[src/rtl/speck_round_ctrl.sv]
// speck_round_ctrl: SPECK128/128 round sequencer driving an external key-schedule unit.
// Define SPECK_CTRL_TIMEOUT_EN to abort with an error pulse when ks_finished never arrives.
module speck_round_ctrl #(
    parameter int ROUNDS     = 32,
    parameter int KS_TIMEOUT = 64
) (
    input  logic         clk,
    input  logic         rst_n,
    input  logic         start,
    input  logic [127:0] key,
    input  logic [127:0] plaintext,
    output logic         busy,
    output logic         done,
    output logic         error,
    output logic [127:0] ciphertext,
    output logic         ks_start,
    output logic [127:0] ks_key_in,
    output logic [5:0]   ks_round,
    input  logic         ks_finished,
    input  logic [127:0] ks_key_out
);
    typedef enum logic [2:0] {IDLE, LOAD, ROUND, KS_REQ, KS_WAIT, DONE} state_t;
    state_t state;
    logic [63:0] x, y, x_next, y_next;
    // ks_key_in doubles as the working {l, k} register; k is its low half
    assign x_next = ({x[7:0], x[63:8]} + y) ^ ks_key_in[63:0];
    assign y_next = {y[60:0], y[63:61]} ^ x_next;
`ifdef SPECK_CTRL_TIMEOUT_EN
    localparam int CW = $clog2(KS_TIMEOUT + 1);
    logic [CW-1:0] wait_cnt;
`else
    assign error = 1'b0;
`endif
    always_ff @(posedge clk) begin
        if (!rst_n) begin
            state      <= IDLE;
            busy       <= 1'b0;
            done       <= 1'b0;
            ks_start   <= 1'b0;
            ciphertext <= '0;
            ks_round   <= '0;
            ks_key_in  <= '0;
            x          <= '0;
            y          <= '0;
`ifdef SPECK_CTRL_TIMEOUT_EN
            error      <= 1'b0;
            wait_cnt   <= '0;
`endif
        end else begin
            done     <= 1'b0;
            ks_start <= 1'b0;
`ifdef SPECK_CTRL_TIMEOUT_EN
            error    <= 1'b0;
`endif
            case (state)
                IDLE: if (start) begin
                    state     <= LOAD;
                    busy      <= 1'b1;
                    {x, y}    <= plaintext;
                    ks_key_in <= key;
                end
                LOAD: begin
                    state    <= ROUND;
                    ks_round <= '0;
                end
                ROUND: begin
                    x <= x_next;
                    y <= y_next;
                    if (ks_round == 6'(ROUNDS - 1)) begin
                        state      <= DONE;
                        done       <= 1'b1;
                        ciphertext <= {x_next, y_next};
                    end else begin
                        state    <= KS_REQ;
                        ks_start <= 1'b1;
                    end
                end
                KS_REQ: begin
                    state <= KS_WAIT;
`ifdef SPECK_CTRL_TIMEOUT_EN
                    wait_cnt <= '0;
`endif
                end
                KS_WAIT: begin
                    if (ks_finished) begin
                        ks_key_in <= ks_key_out;
                        ks_round  <= ks_round + 6'd1;
                        state     <= ROUND;
                    end
`ifdef SPECK_CTRL_TIMEOUT_EN
                    else if (wait_cnt == CW'(KS_TIMEOUT - 1)) begin
                        error <= 1'b1;
                        busy  <= 1'b0;
                        state <= IDLE;
                    end else begin
                        wait_cnt <= wait_cnt + 1'b1;
                    end
`endif
                end
                DONE: begin
                    state <= IDLE;
                    busy  <= 1'b0;
                end
                default: begin
                    state <= IDLE;
                    busy  <= 1'b0;
                end
            endcase
        end
    end
endmodule

[config.mk]
export PLATFORM = sky130hd
export DESIGN_NAME = speck_round_ctrl
export DESIGN_NICKNAME = d
export VERILOG_FILES = /design/src/rtl/speck_round_ctrl.sv
export SDC_FILE = /design/constraint.sdc
export NUM_CORES = 1
export LEC_CHECK = 0
export BUFFER_PORTS_ARGS = -buffer_cell sky130_fd_sc_hd__buf_2
export CORE_AREA = 10 10 247 249
export CTS_CLUSTER_SIZE = 20
export DETAILED_ROUTE_END_ITERATION = 10
export DIE_AREA = 0 0 257 259
export GPL_TIMING_DRIVEN = 0
export MAX_ROUTING_LAYER = met4
export PLACE_DENSITY = 0.62
export SYNTH_ARGS = -nofsm -noshare
export SYNTH_HDL_FRONTEND = slang
export SYNTH_SLANG_ARGS = --single-unit
[constraint.sdc]
create_clock -name clk -period 4.5 [get_ports clk]
set_clock_uncertainty 0.2 [all_clocks]
set_input_delay 0.675 -clock clk [delete_from_list [all_inputs] [get_ports clk]]
set_output_delay 0.675 -clock clk [all_outputs]
set_load 0.02 [all_outputs]
## Yosys cells after proc, flatten, opt, wreduce, memory -nomap -nowiden

Cells that the tools add are included.

| word-level totals | value |
|---|---|
| bits in registers | 396 |
| input bits | 388 |
| output and inout bits | 266 |
| logic and storage cells | 50 |

| cells by class | value |
|---|---|
| add/sub/neg operators | 2 |
| equality and inequality tests | 7 |
| muxes and demuxes | 17 |
| bitwise logic cells | 3 |
| reduce and logical (&&, ||, !) cells | 12 |

Operators with widths:

| kind | count |
|---|---|
| 128-bit 2-to-1 mux | 2 |
| 128-bit one-hot mux with 2 select lines | 1 |
| 64-bit one-hot mux with 2 select lines | 2 |
| 64-bit 2-to-1 mux | 2 |
| 64-bit XOR | 2 |
| 64-bit adder | 1 |
| 3-bit one-hot mux with 5 select lines | 1 |
| 6-bit one-hot mux with 2 select lines | 1 |
| 2-bit AND reduction | 6 |
| 3-bit 2-to-1 mux | 3 |
| 6-bit by 1-bit adder with 6-bit output (second input constant) | 1 |
| 3-bit by 2-bit == test with 1-bit output (second input constant) | 2 |
| 6-bit by 5-bit == test with 1-bit output (second input constant) | 1 |
| 6-bit 2-to-1 mux | 1 |
| 2-bit nonzero test | 3 |
| 2-bit inequality test (second input constant) | 2 |
| 4-bit OR reduction | 1 |
| 3-bit by 1-bit == test with 1-bit output (second input constant) | 1 |
| 3-bit == test (second input constant) | 1 |
| 3-bit logical NOT | 1 |
| 1-bit 2-to-1 mux | 3 |
| 3-bit AND reduction | 1 |
| 1-bit one-hot mux with 2 select lines | 1 |
| 1-bit inverter | 1 |

## Depth between registers and ports, before layout

Gate-level depths: netlist of the first run.

| depth | value |
|---|---|
| word-level depth | 4 |
| depth in mapped cells | 13 |
| mapped depth without buffers | 13 |

## Worst setup path after synthesis of the first run

OpenSTA, ideal clock, no wires.

| timing path | value |
|---|---|
| path kind | flip-flop to flip-flop |
| start | reg y[0] |
| end | reg y[52] |
| library setup time | 134 ps |
| arrival time | 2836 ps |
| required time | 4166 ps |
| slack | 1330 ps |
| cell stages (with the launch flop) | 14 |
| path buffers | 0 |
| clock period less this slack | 3170 ps |
| cell sequence | dfxtp_1 > ha_1 > inv_1 > fa_1 > nor2b_1 > o2111ai_1 > a211oi_1 > o21ai_1 > nor3b_2 > o41ai_4 > a31oi_2 > xnor2_2 > xor2_1 > o22ai_1 |

| on the way | value |
|---|---|
| cells in the longest elaborated chain, start to end | 4 |

Ends and longest elaborated chain:

| item | line | RTL |
|---|---|---|
| start: declaration | 24 | `logic [63:0] x, y, x_next, y_next;` |
| start signal: assignment | 59 | `{x, y} <= plaintext;` |
| start signal: assignment | 68 | `y <= y_next;` |
| 64-bit adder | 26 | `assign x_next = ({x[7:0], x[63:8]} + y) ^ ks_key_in[63:0];` |
| 64-bit XOR | 26 |  |
| 64-bit XOR | 27 | `assign y_next = {y[60:0], y[63:61]} ^ x_next;` |
| 64-bit one-hot mux with 2 select lines | 55 | `case (state)` |

Every way passes these cells.
A chain may end at the register's enable or synchronous reset.

## Worst setup path in the final report of the first run

| timing path | value |
|---|---|
| start | reg state[2] |
| end | reg ks_key_in[13] |

| on the way | value |
|---|---|
| cells in the longest elaborated chain, start to end | 3 |
| elaborated cells on any way between the ends | 7 |
| those cells by class | 3 x eq/ne; 1 x mux; 3 x reduce/logical |

Ends and longest elaborated chain:

| item | line | RTL |
|---|---|---|
| start: declaration | 23 | `state_t state;` |
| start signal: assignment | 36 | `state <= IDLE;` |
| start signal: assignment | 57 | `state <= LOAD;` |
| start signal: assignment | 63 | `state <= ROUND;` |
| 3-bit == test or 3-bit logical NOT (tied branches) | 55 |  |
| 2-bit inequality test (no source line) or 2-bit nonzero test (tied branches) | -- |  |
| 3-bit AND reduction (no source line) | -- |  |
| end signal: assignment | 60 | `ks_key_in <= key;` |
| end signal: assignment | 86 | `ks_key_in <= ks_key_out;` |
| end: declaration | 17 | `output logic [127:0] ks_key_in,` |

Several ways; a longest one is shown, not always the timed one.

==> impl_metrics.yaml, run 1 <==
cts:
  clock-root-buffer: "clkbuf_16"
  htreeDepth: 2
  clockBufferDepth: 3
  hold_buffers: 0
  cts_sinks: 396
  cts_resized: 0
  clk_pin_slew_worst_paths_ns: 0.06
  cts_tree: "built"
  cts_made_buffers: 46
  clkLatencyLatePin_ns: 0.60
  cts_setup_buffers: 0
die:
  start_util_pct: 37.23
  dieArea_sq_mm: 0.06656
  core_sq_mm: 0.05595
  die_h_um: 259
  io_pins: 654
  die_x_um: 257
  rows: 87
detailed_routing:
  drtIter0Drc: 2403
  vias: 22330
  wl_per_cell_um: 26.21
  antenna_left: 0
  drt-vias-per-instance: 5.617
  drc: 0
  first_pass_iters: 6
  wirelength_um: 104200
hold_path:
  hp-start: "plaintext[53]"
  min_path_type: "in2reg"
sta:
  finalCritPeriodShare_pct: 99.83
  tightest_slew_ns: 1.462
  setup_violations: 0
  slew_viol_final: 0
  rsz0062_at_grt: "false"
  hold_viol: 0
  fin_tns_setup_ns: 0
  max_slew_margin_pct: 2.504
  fmax_mhz: 222.6
  fin_crit_ns: 4.493
power:
  powerDensity_mw_per_mm2: 439.8
  ir_drop_v: 0.0002691
  p_leak_uw: 0.01127
logic_synthesis:
  async_reset_ff_share_pct: 0
  yosysWarnings: 0
  yosys.area.top_type_share_pct: 38.06
  netlist_area_sq_mm: 0.02083
  ys_seq_elements: 396
  synth-edff-count: 0
  synth_top_area_cell: "dfxtp_1"
  ys_seq_area_share_pct: 38.06
  ys_types: 82
  yosys_most_used_dff: "dfxtp_1"
  syn_avg_cell_area_sq_um: 8.405
  netlist_top_cells_area: "dfxtp_1, nor2_1, mux2i_1"
  netlist_instances: 2478
  synth_nets: 2931
layout:
  final_util_pct: 47.52
  final_area_sq_mm: 0.02659
  synthToLayoutAreaGrowth_pct: 27.66
  final_cell_mix: "buf_2, nor2_1, dfxtp_1"
  final_common_cell: "buf_2"
  nNetsFinal: 3630
  drive_above_1_share_pct: 24.42
critical_path:
  timing.rr.end: "ks_key_in[13]$_SDFFE_PN0P_"
  critPathCapture: "ks_key_in[13]$_SDFFE_PN0P_"
  cp-startpoint: "state[2]$_SDFFE_PN0P_"
  critPathLaunchType: "flop"
  crit_path_max_fanout: 10
  reg2regPathDepth: 9
  arrival_ns: 4.73
  reg2reg_from: "state[2]$_SDFFE_PN0P_"
  r2r_slack_ns: 0.007
  end_kind: "flop"
  worst-endpoint-required_ns: 4.73
  criticalPathCategory: "reg2reg"
global_route:
  grt_pass1_wl_um: 148500
  grt_pass1_vias: 22040
  grt_max_degree: 14
  globalRoute.totalOverflow: 0
  track_usage_pct: 30.46
  antenna_found_initial: 16
placement:
  place_area_sq_mm: 0.02503
  hpwl_um: 83390
  io_buffer_count: 651
  globalplace.congestion: 1.005
job:
  maxCapViolCount: 0
run_status:
  status: "completed"
==> synth_stat cells (29+ instances only) <==
cell type	instances
a211oi_1	143
a21oi_1	161
a222oi_1	53
clkbuf_1	160
dfxtp_1	396
ha_1	64
mux2i_1	132
nand2_1	132
nand3_1	57
nand4_1	29
nor2_1	439
nor3_1	74
o211ai_1	31
o21ai_0	110
xnor2_1	132
xor2_1	50
==> logic make-up after synthesis <==
logic type	after synthesis	synth area share [%]
flops	396	38.06
buf+inv	217	4.091
compound gates	678	22.64
mux	133	6.398
simple gates	799	16.62
xor+xnor	189	8.230
fa+ha+maj	65	3.941
other cells	1	0.01800
==> flip-flops by register name, indices dropped and copies added (netlist names) <==
| register | cells |
|---|---|
| busy | 1 |
| ks_start | 1 |
| ks_round | 6 |
| ks_key_in | 128 |
| state | 3 |
| ciphertext | 128 |
| y | 64 |
| done | 1 |
| x | 64 |
==> metal layers <==
| layer | track usage [%] | up-vias | routed length [um] | part of all wire, % |
|---|---|---|---|---|
| met5 | - | - | 0 | 0 |
| met4 | 8.578 | 0 | 2935 | 2.8 |
| met3 | 8.066 | 156 | 10600 | 10 |
| met2 | 48.72 | 1119 | 48190 | 46 |
| met1 | 37.29 | 10690 | 42480 | 41 |
| li1 | - | 10370 | - | - |
==> worst min path at each step <==
stage	endpoint	slack (ns)	cells past startpoint
after floorplan	y[1]$_SDFFE_PN0P_	0.27	2
after global placement	ciphertext[94]$_SDFFE_PN0P_	0.24	2
after detailed placement	ciphertext[127]$_SDFFE_PN0P_	0.25	2
after CTS	y[55]$_SDFFE_PN0P_	0.1	3
after global routing	y[53]$_SDFFE_PN0P_	0.12	3
final	y[53]$_SDFFE_PN0P_	0.12	3
==> through the flow <==
stage	std cells	worst slack (ns)	total power [uW]	hold slack, ns
after floorplan	2478	1.330	6431	0.2735
after global placement	3885	0.1395	7785	0.2401
after detailed placement	3885	0.07629	7793	0.2461
after CTS	3966	0.06080	11630	0.09757
after global routing	3975	0.01285	12140	0.1196
final	3976	0.007470	11690	0.1210
==> area by class of cell <==
| class | count | area (sq um) |
|---|---|---|
| plain buffers | 193 | 763.2 |
| inverters | 24 | 90.09 |
| fillers | 5822 | 29360 |
| clock inverters | 14 | 136.4 |
| repair buffers | 651 | 3258 |
| diodes | 10 | 25.02 |
| multi-input cells | 1865 | 12050 |
| clock buffers | 67 | 1394 |
| flip-flops and latches | 396 | 7928 |
| well taps | 756 | 945.9 |
==> worst max-delay path, stage by stage, from the launching register on <==
cell	delay (ns)
dfxtp_1	0.30
clkbuf_1	0.18
nor2_1	0.58
o21a_1	0.22
clkbuf_1	0.53
nand2_1	0.27
nand2_1	0.21
clkbuf_1	0.97
clkbuf_1	0.67
a211oi_1	0.18
==> where the power goes <==
group | switching [uW] | internal (uW) | leakage, uW
Clock | 1610 | 2260 | 0.000754
Combinational | 2430 | 1270 | 0.00727
Sequential | 314 | 3820 | 0.00325
Total | 4350 | 7340 | 0.0113
(Power assumes the default switching activity.)
==> run 2: changes to the inputs <==
==> config.mk (replaced) <==
export PLATFORM = sky130hd
export DESIGN_NAME = speck_round_ctrl
export DESIGN_NICKNAME = d
export VERILOG_FILES = /design/src/rtl/speck_round_ctrl.sv
export SDC_FILE = /design/constraint.sdc
export NUM_CORES = 1
export LEC_CHECK = 0
export ABC_AREA = 1
export BUFFER_PORTS_ARGS = -buffer_cell sky130_fd_sc_hd__buf_2
export CORE_MARGIN = 10
export CORE_UTILIZATION = 40
export CTS_CLUSTER_SIZE = 20
export DETAILED_ROUTE_END_ITERATION = 10
export GPL_TIMING_DRIVEN = 0
export MAX_ROUTING_LAYER = met4
export PLACE_DENSITY = 0.65
export SYNTH_ARGS = -nofsm -noshare
export SYNTH_HDL_FRONTEND = slang
export SYNTH_SLANG_ARGS = --single-unit
==> impl_metrics.yaml, run 2 <==
sta:
  finalCritPeriodShare_pct: 73.72
  hold_viol: 0
  setup_violations: 0
  fin_crit_ns: 3.317
  tightest_slew_ns: 1.474
  max_slew_margin_pct: 1.738
  slew_viol_final: 0
  rsz0062_at_grt: "false"
  fin_tns_setup_ns: 0
  fmax_mhz: 301.4
cts:
  cts_made_buffers: 46
  cts_tree: "built"
  clockBufferDepth: 3
  cts_setup_buffers: 0
  clk_pin_slew_worst_paths_ns: 0.06
  hold_buffers: 0
  htreeDepth: 2
  clock-root-buffer: "clkbuf_16"
  cts_resized: 0
  clkLatencyLatePin_ns: 0.62
  cts_sinks: 396
global_route:
  track_usage_pct: 33.54
  antenna_found_initial: 6
  globalRoute.totalOverflow: 0
  grt_max_degree: 14
  grt_pass1_vias: 25490
  grt_pass1_wl_um: 165400
logic_synthesis:
  syn_avg_cell_area_sq_um: 6.510
  netlist_top_cells_area: "dfxtp_1, nand2_1, inv_1"
  netlist_area_sq_mm: 0.02319
  synth_commonest_cells: "nand2_1, inv_1, dfxtp_1"
  yosys.area.top_type_share_pct: 34.18
  ys_types: 45
  synth-edff-count: 0
  netlist_instances: 3563
  ys_seq_elements: 396
  yosys_most_used_dff: "dfxtp_1"
  synth_nets: 4016
  synth_top_area_cell: "dfxtp_1"
  ys_seq_area_share_pct: 34.18
  async_reset_ff_share_pct: 0
  yosysWarnings: 0
  synthMostInstantiatedCell: "nand2_1"
detailed_routing:
  antenna_left: 0
  first_pass_iters: 6
  wl_per_cell_um: 22.94
  vias: 26710
  drtIter0Drc: 2439
  wirelength_um: 116400
  drt-vias-per-instance: 5.266
  drc: 0
power:
  power_uw: 10870
  switchingPower_uw: 3888
  p_comb_share_pct: 26.5
  pwr-share-clk_pct: 36.4
  p_seq_share_pct: 37.1
  ir_drop_v: 0.0002885
  switching_share_pct: 35.78
  intPower_uw: 6980
  p_leak_uw: 0.01510
  powerDensity_mw_per_mm2: 374.6
die:
  die_x_um: 260.8
  core_sq_mm: 0.05759
  die_h_um: 260.8
  rows: 88
  io_pins: 654
  dieArea_sq_mm: 0.06802
  start_util_pct: 40.28
run_status:
  status: "completed"
critical_path:
  end_kind: "flop"
  crit_path_max_fanout: 10
  arrival_ns: 3.57
  worst-endpoint-required_ns: 4.75
  critPathLaunchType: "flop"
  criticalPathCategory: "reg2reg"
placement:
  globalplace.congestion: 1.017
  place_area_sq_mm: 0.02741
  hpwl_um: 95280
  io_buffer_count: 651
  dp_cells: 4979
layout:
  reg_top3: "ciphertext: 128 flops, ks_key_in: 128 flops"
  n_fill_cell: 6166
  regArea_sq_mm: 0.007928
  final_cell_mix: "nand2_1, buf_2, inv_1"
  drive_above_1_share_pct: 20.59
  final_common_cell: "nand2_1"
  fin_cells: 5072
  synthToLayoutAreaGrowth_pct: 25.07
  multi_input_area_sq_mm: 0.01284
  nNetsFinal: 4715
  final_area_sq_mm: 0.02901
hold_path:
  min_path_type: "in2reg"
job:
  maxCapViolCount: 0
==> run 2: cell types whose count changed in the layout (fill, tap and decap cells not counted), moves of 143 or more <==
cell	change
nor2_1	-223
nand2_1	+990
inv_1	+420
o21ai_0	+152
nand3_1	+149
a211oi_1	-143
==> run 2: kinds of logic (layout without fill, tap and decap cells) <==
logic type	Yosys count	count (layout)	share of synthesized area [%]
compound gates	683	683	17.14
xor+xnor	106	106	4.326
fa+ha+maj	65	65	3.539
buf+inv	633	1369	10.46
flops	396	396	34.18
other cells	1	9	0.01617
simple gates	1679	1679	30.34
==> run 2: path summary, 6_finish.rpt <==
check | from | to | slack (ns) | cells past startpoint
max | state[2]$_SDFFE_PN0P_ | y[46]$_SDFFE_PN0P_ | 1.18 | 9
min | key[86] | ks_key_in[86]$_SDFFE_PN0P_ | 0.11 | 3
max reg2reg | state[2]$_SDFFE_PN0P_ | y[46]$_SDFFE_PN0P_ | 1.18 | 9
min reg2reg | ciphertext[64]$_SDFFE_PN0P_ | ciphertext[64]$_SDFFE_PN0P_ | 0.27 | 2
==> run 2: worst max-delay path: stages (launching register included) <==
cell and delay [ns]:
dfxtp_1 0.35, nor2_1 0.11, nand2_1 0.11, buf_4 0.22, inv_2 0.36, buf_2 0.44
buf_1 0.94, nand3_1 0.21, nand2_1 0.11, a21oi_1 0.07
==> run 2: layout make-up <==
| type | count | area share (%) |
|---|---|---|
| Clock inverter | 18 | 0.7936 |
| Tap cell | 765 | 3.299 |
| Buffer | 173 | 2.411 |
| Clock buffer | 67 | 4.654 |
| Inverter | 460 | 5.952 |
| Sequential cell | 396 | 27.33 |
| Antenna cell | 8 | 0.06901 |
| Multi-Input combinational cell | 2534 | 44.26 |
| Timing Repair Buffer | 651 | 11.23 |
==> run 2: power groups by stage <==
stage / logic, uW / clock network [uW] / registers (uW)
after global routing: 3120 / 4100 / 4050
after floorplan: 1650 / 0 / 4140
after global placement: 2820 / 0 / 4090
after CTS: 2850 / 3960 / 4020
final: 2880 / 3950 / 4030
after detailed placement: 2830 / 0 / 4100
==> run 2: layer usage <==
metal,wire [um],global-route usage (%)
met1,46810,39.15
met3,8720,5.950
met4,5338,13.89
met5,0,-
met2,55510,56.16
==> run 2: per-stage QoR <==
stage | util (%) | setup slack [ns] | hold slack (ns)
6_report | 50.38 | 1.183 | 0.1135
4_1_cts | 50.34 | 1.328 | 0.08732
5_1_grt | 50.37 | 1.122 | 0.1126
3_5_place_dp | 47.60 | 0.7804 | 0.2624
2_1_floorplan | - | 2.122 | 0.2589
3_3_place_gp | 47.60 | 0.8124 | 0.2585
==> run 3: changes to the inputs <==
--- a/config.mk
+++ b/config.mk
@@ -5,12 +5,12 @@
 export SDC_FILE = /design/constraint.sdc
 export NUM_CORES = 1
 export LEC_CHECK = 0
-export ABC_AREA = 1
+export ABC_AREA = 0
 export BUFFER_PORTS_ARGS = -buffer_cell sky130_fd_sc_hd__buf_2
-export CORE_MARGIN = 10
-export CORE_UTILIZATION = 40
+export CORE_AREA = 10 10 247 249
 export CTS_CLUSTER_SIZE = 20
 export DETAILED_ROUTE_END_ITERATION = 10
+export DIE_AREA = 0 0 257 259
 export GPL_TIMING_DRIVEN = 0
 export MAX_ROUTING_LAYER = met4
 export PLACE_DENSITY = 0.65
==> constraint.sdc (replaced) <==
create_clock -name clk -period 2.99 [get_ports clk]
set_clock_uncertainty 0.2 [all_clocks]
set_input_delay 0.4485 -clock clk [delete_from_list [all_inputs] [get_ports clk]]
set_output_delay 0.4485 -clock clk [all_outputs]
set_load 0.02 [all_outputs]
==> impl_metrics.yaml, run 3 (synthesis gave the netlist of run 1 again) <==
detailed_routing:
  wl_met2_um: 51540
  first_pass_iters: 9
  drtIter0Drc: 3278
  vias: 24840
  route.met3.wl_um: 12890
  drc: 0
  antenna_left: 0
  drt-vias-per-instance: 5.761
  wl_met1_um: 42020
  wl_per_cell_um: 26.27
  top_layer: "met4"
  wirelength_um: 113200
layout:
  drive_above_1_share_pct: 36.63
  final_cell_mix: "buf_2, nor2_1, dfxtp_1"
  reg_top3: "ciphertext: 128 flops, ks_key_in: 128 flops"
  synthToLayoutAreaGrowth_pct: 56.11
  nNetsFinal: 3959
  fin_cells: 4311
  final_common_cell: "buf_2"
critical_path:
  crit_path_max_fanout: 4
  critPathLaunchType: "flop"
  end_kind: "flop"
  arrival_ns: 3.91
  criticalPathCategory: "reg2reg"
  worst-endpoint-required_ns: 3.31
global_route:
  grt_max_degree: 13
  track_usage_pct: 32.34
  antenna_found_initial: 17
  grt_pass1_vias: 24190
  grt_pass1_wl_um: 158900
  globalRoute.totalOverflow: 0
placement:
  globalplace.congestion: 1.037
  io_buffer_count: 651
  hpwl_um: 84510
  pre_cts_slack_ns: -1.487
  dp_cells: 3885
sta:
  slew_viol_final: 0
  hold_viol: 0
  fmax_mhz: 278.2
  final.setup.worst_slack_ns: -0.6045
  tightest_slew_ns: 1.329
  setup_violations: 146
  fin_crit_ns: 3.594
  finalCritPeriodShare_pct: 120.2
  fin_tns_setup_ns: -33.68
  holdWs_ns: 0.005417
  max_slew_margin_pct: 11.43
  rsz0062_at_grt: "true"
run_status:
  violations: "negative setup slack"
  status: "finished with violations"
die:
  io_pins: 654
  start_util_pct: 37.23
  dieArea_sq_mm: 0.06656
  core_sq_mm: 0.05595
  rows: 87
  die_h_um: 259
  die_x_um: 257
job:
  maxCapViolCount: 0
cts:
  htreeDepth: 2
  clock-root-buffer: "clkbuf_16"
  clkLatencyLatePin_ns: 0.60
  cts_tree: "built"
  cts_sinks: 396
  cts_made_buffers: 46
  clockBufferDepth: 3
  clk_pin_slew_worst_paths_ns: 0.06
power:
  p_leak_uw: 0.01365
  ir_drop_v: 0.0004250
  powerDensity_mw_per_mm2: 614.8
hold_path:
  min_path_type: "in2reg"
run 3: changes by cell type in the layout (fill, tap and decap cells not counted), moves of 110 or more:
cell           previous run  this run
a211oi_1                  0       135
nand3_1                 206        53
inv_1                   443        22
nand2_1                1122       118
o21ai_0                 262        64
nor2_1                  216       415
dlygate4sd3_1             0       201
buf_4                     3       113
mux2i_1                   0       132
a31oi_1                 139         5
run 3: critical path: stages (launching register included):
cell	delay, ns
dfxtp_4	0.36
ha_4	0.26
buf_6	0.10
nand4_1	0.12
buf_4	0.18
o221ai_4	0.18
nand3_2	0.14
a311oi_4	0.42
o211ai_1	0.32
o31a_1	0.43
xnor2_2	0.24
xor2_2	0.26
nand2_1	0.14
a21oi_2	0.16
run 3: per-stage QoR:
step	utilization [%]	area [sq um]	total power, uW
finish	58.11	32510	19990
global route	58.11	32510	20620
CTS	55.42	31010	19000
detailed placement	44.99	25170	11730
global placement	44.99	25170	11710
floorplan	-	20970	9735
run 3: cell type report:
| type | count | area, sq um |
|---|---|---|
| Multi-Input combinational cell | 1865 | 14540 |
| Clock inverter | 8 | 121.4 |
| Tap cell | 756 | 945.9 |
| Fill cell | 4892 | 23440 |
| Antenna cell | 17 | 42.54 |
| Buffer | 176 | 819.5 |
| Timing Repair Buffer | 997 | 6535 |
| Clock buffer | 72 | 1413 |
| Inverter | 24 | 90.09 |
| Sequential cell | 396 | 8011 |
run 3: report_power, final:
group	total, uW	leakage [uW]	internal [uW]	switching [uW]
Combinational	7770	0.00963	3400	4370
Sequential	6330	0.00327	5760	572
Clock	5880	0.000750	3480	2400
run 3: worst paths after layout:
| kind | startpoint | to | slack [ns] | cells past startpoint |
|---|---|---|---|---|
| setup / recovery | y[11]$_SDFFE_PN0P_ | y[54]$_SDFFE_PN0P_ | -0.60 | 13 |
| hold / removal | ks_key_out[50] | ks_key_in[50]$_SDFFE_PN0P_ | 0.005 | 3 |
| setup reg to reg | y[11]$_SDFFE_PN0P_ | y[54]$_SDFFE_PN0P_ | -0.60 | 13 |
| hold reg to reg | ciphertext[37]$_SDFFE_PN0P_ | ciphertext[37]$_SDFFE_PN0P_ | 0.25 | 2 |
run 3: timing repair:
item	CTS	global route
pin swaps	129	123
setup buffers	86	65
hold buffers	201	0
gates resized for setup	365	238
endpoints found under the setup margin	376	344
hold endpoints to repair	157	0
run 3: layer usage:
layer,up-vias,track usage (%)
li1,11050,-
met1,11790,37.62
met2,1601,51.42
met3,396,8.989
met4,0,14.58
met5,-,-
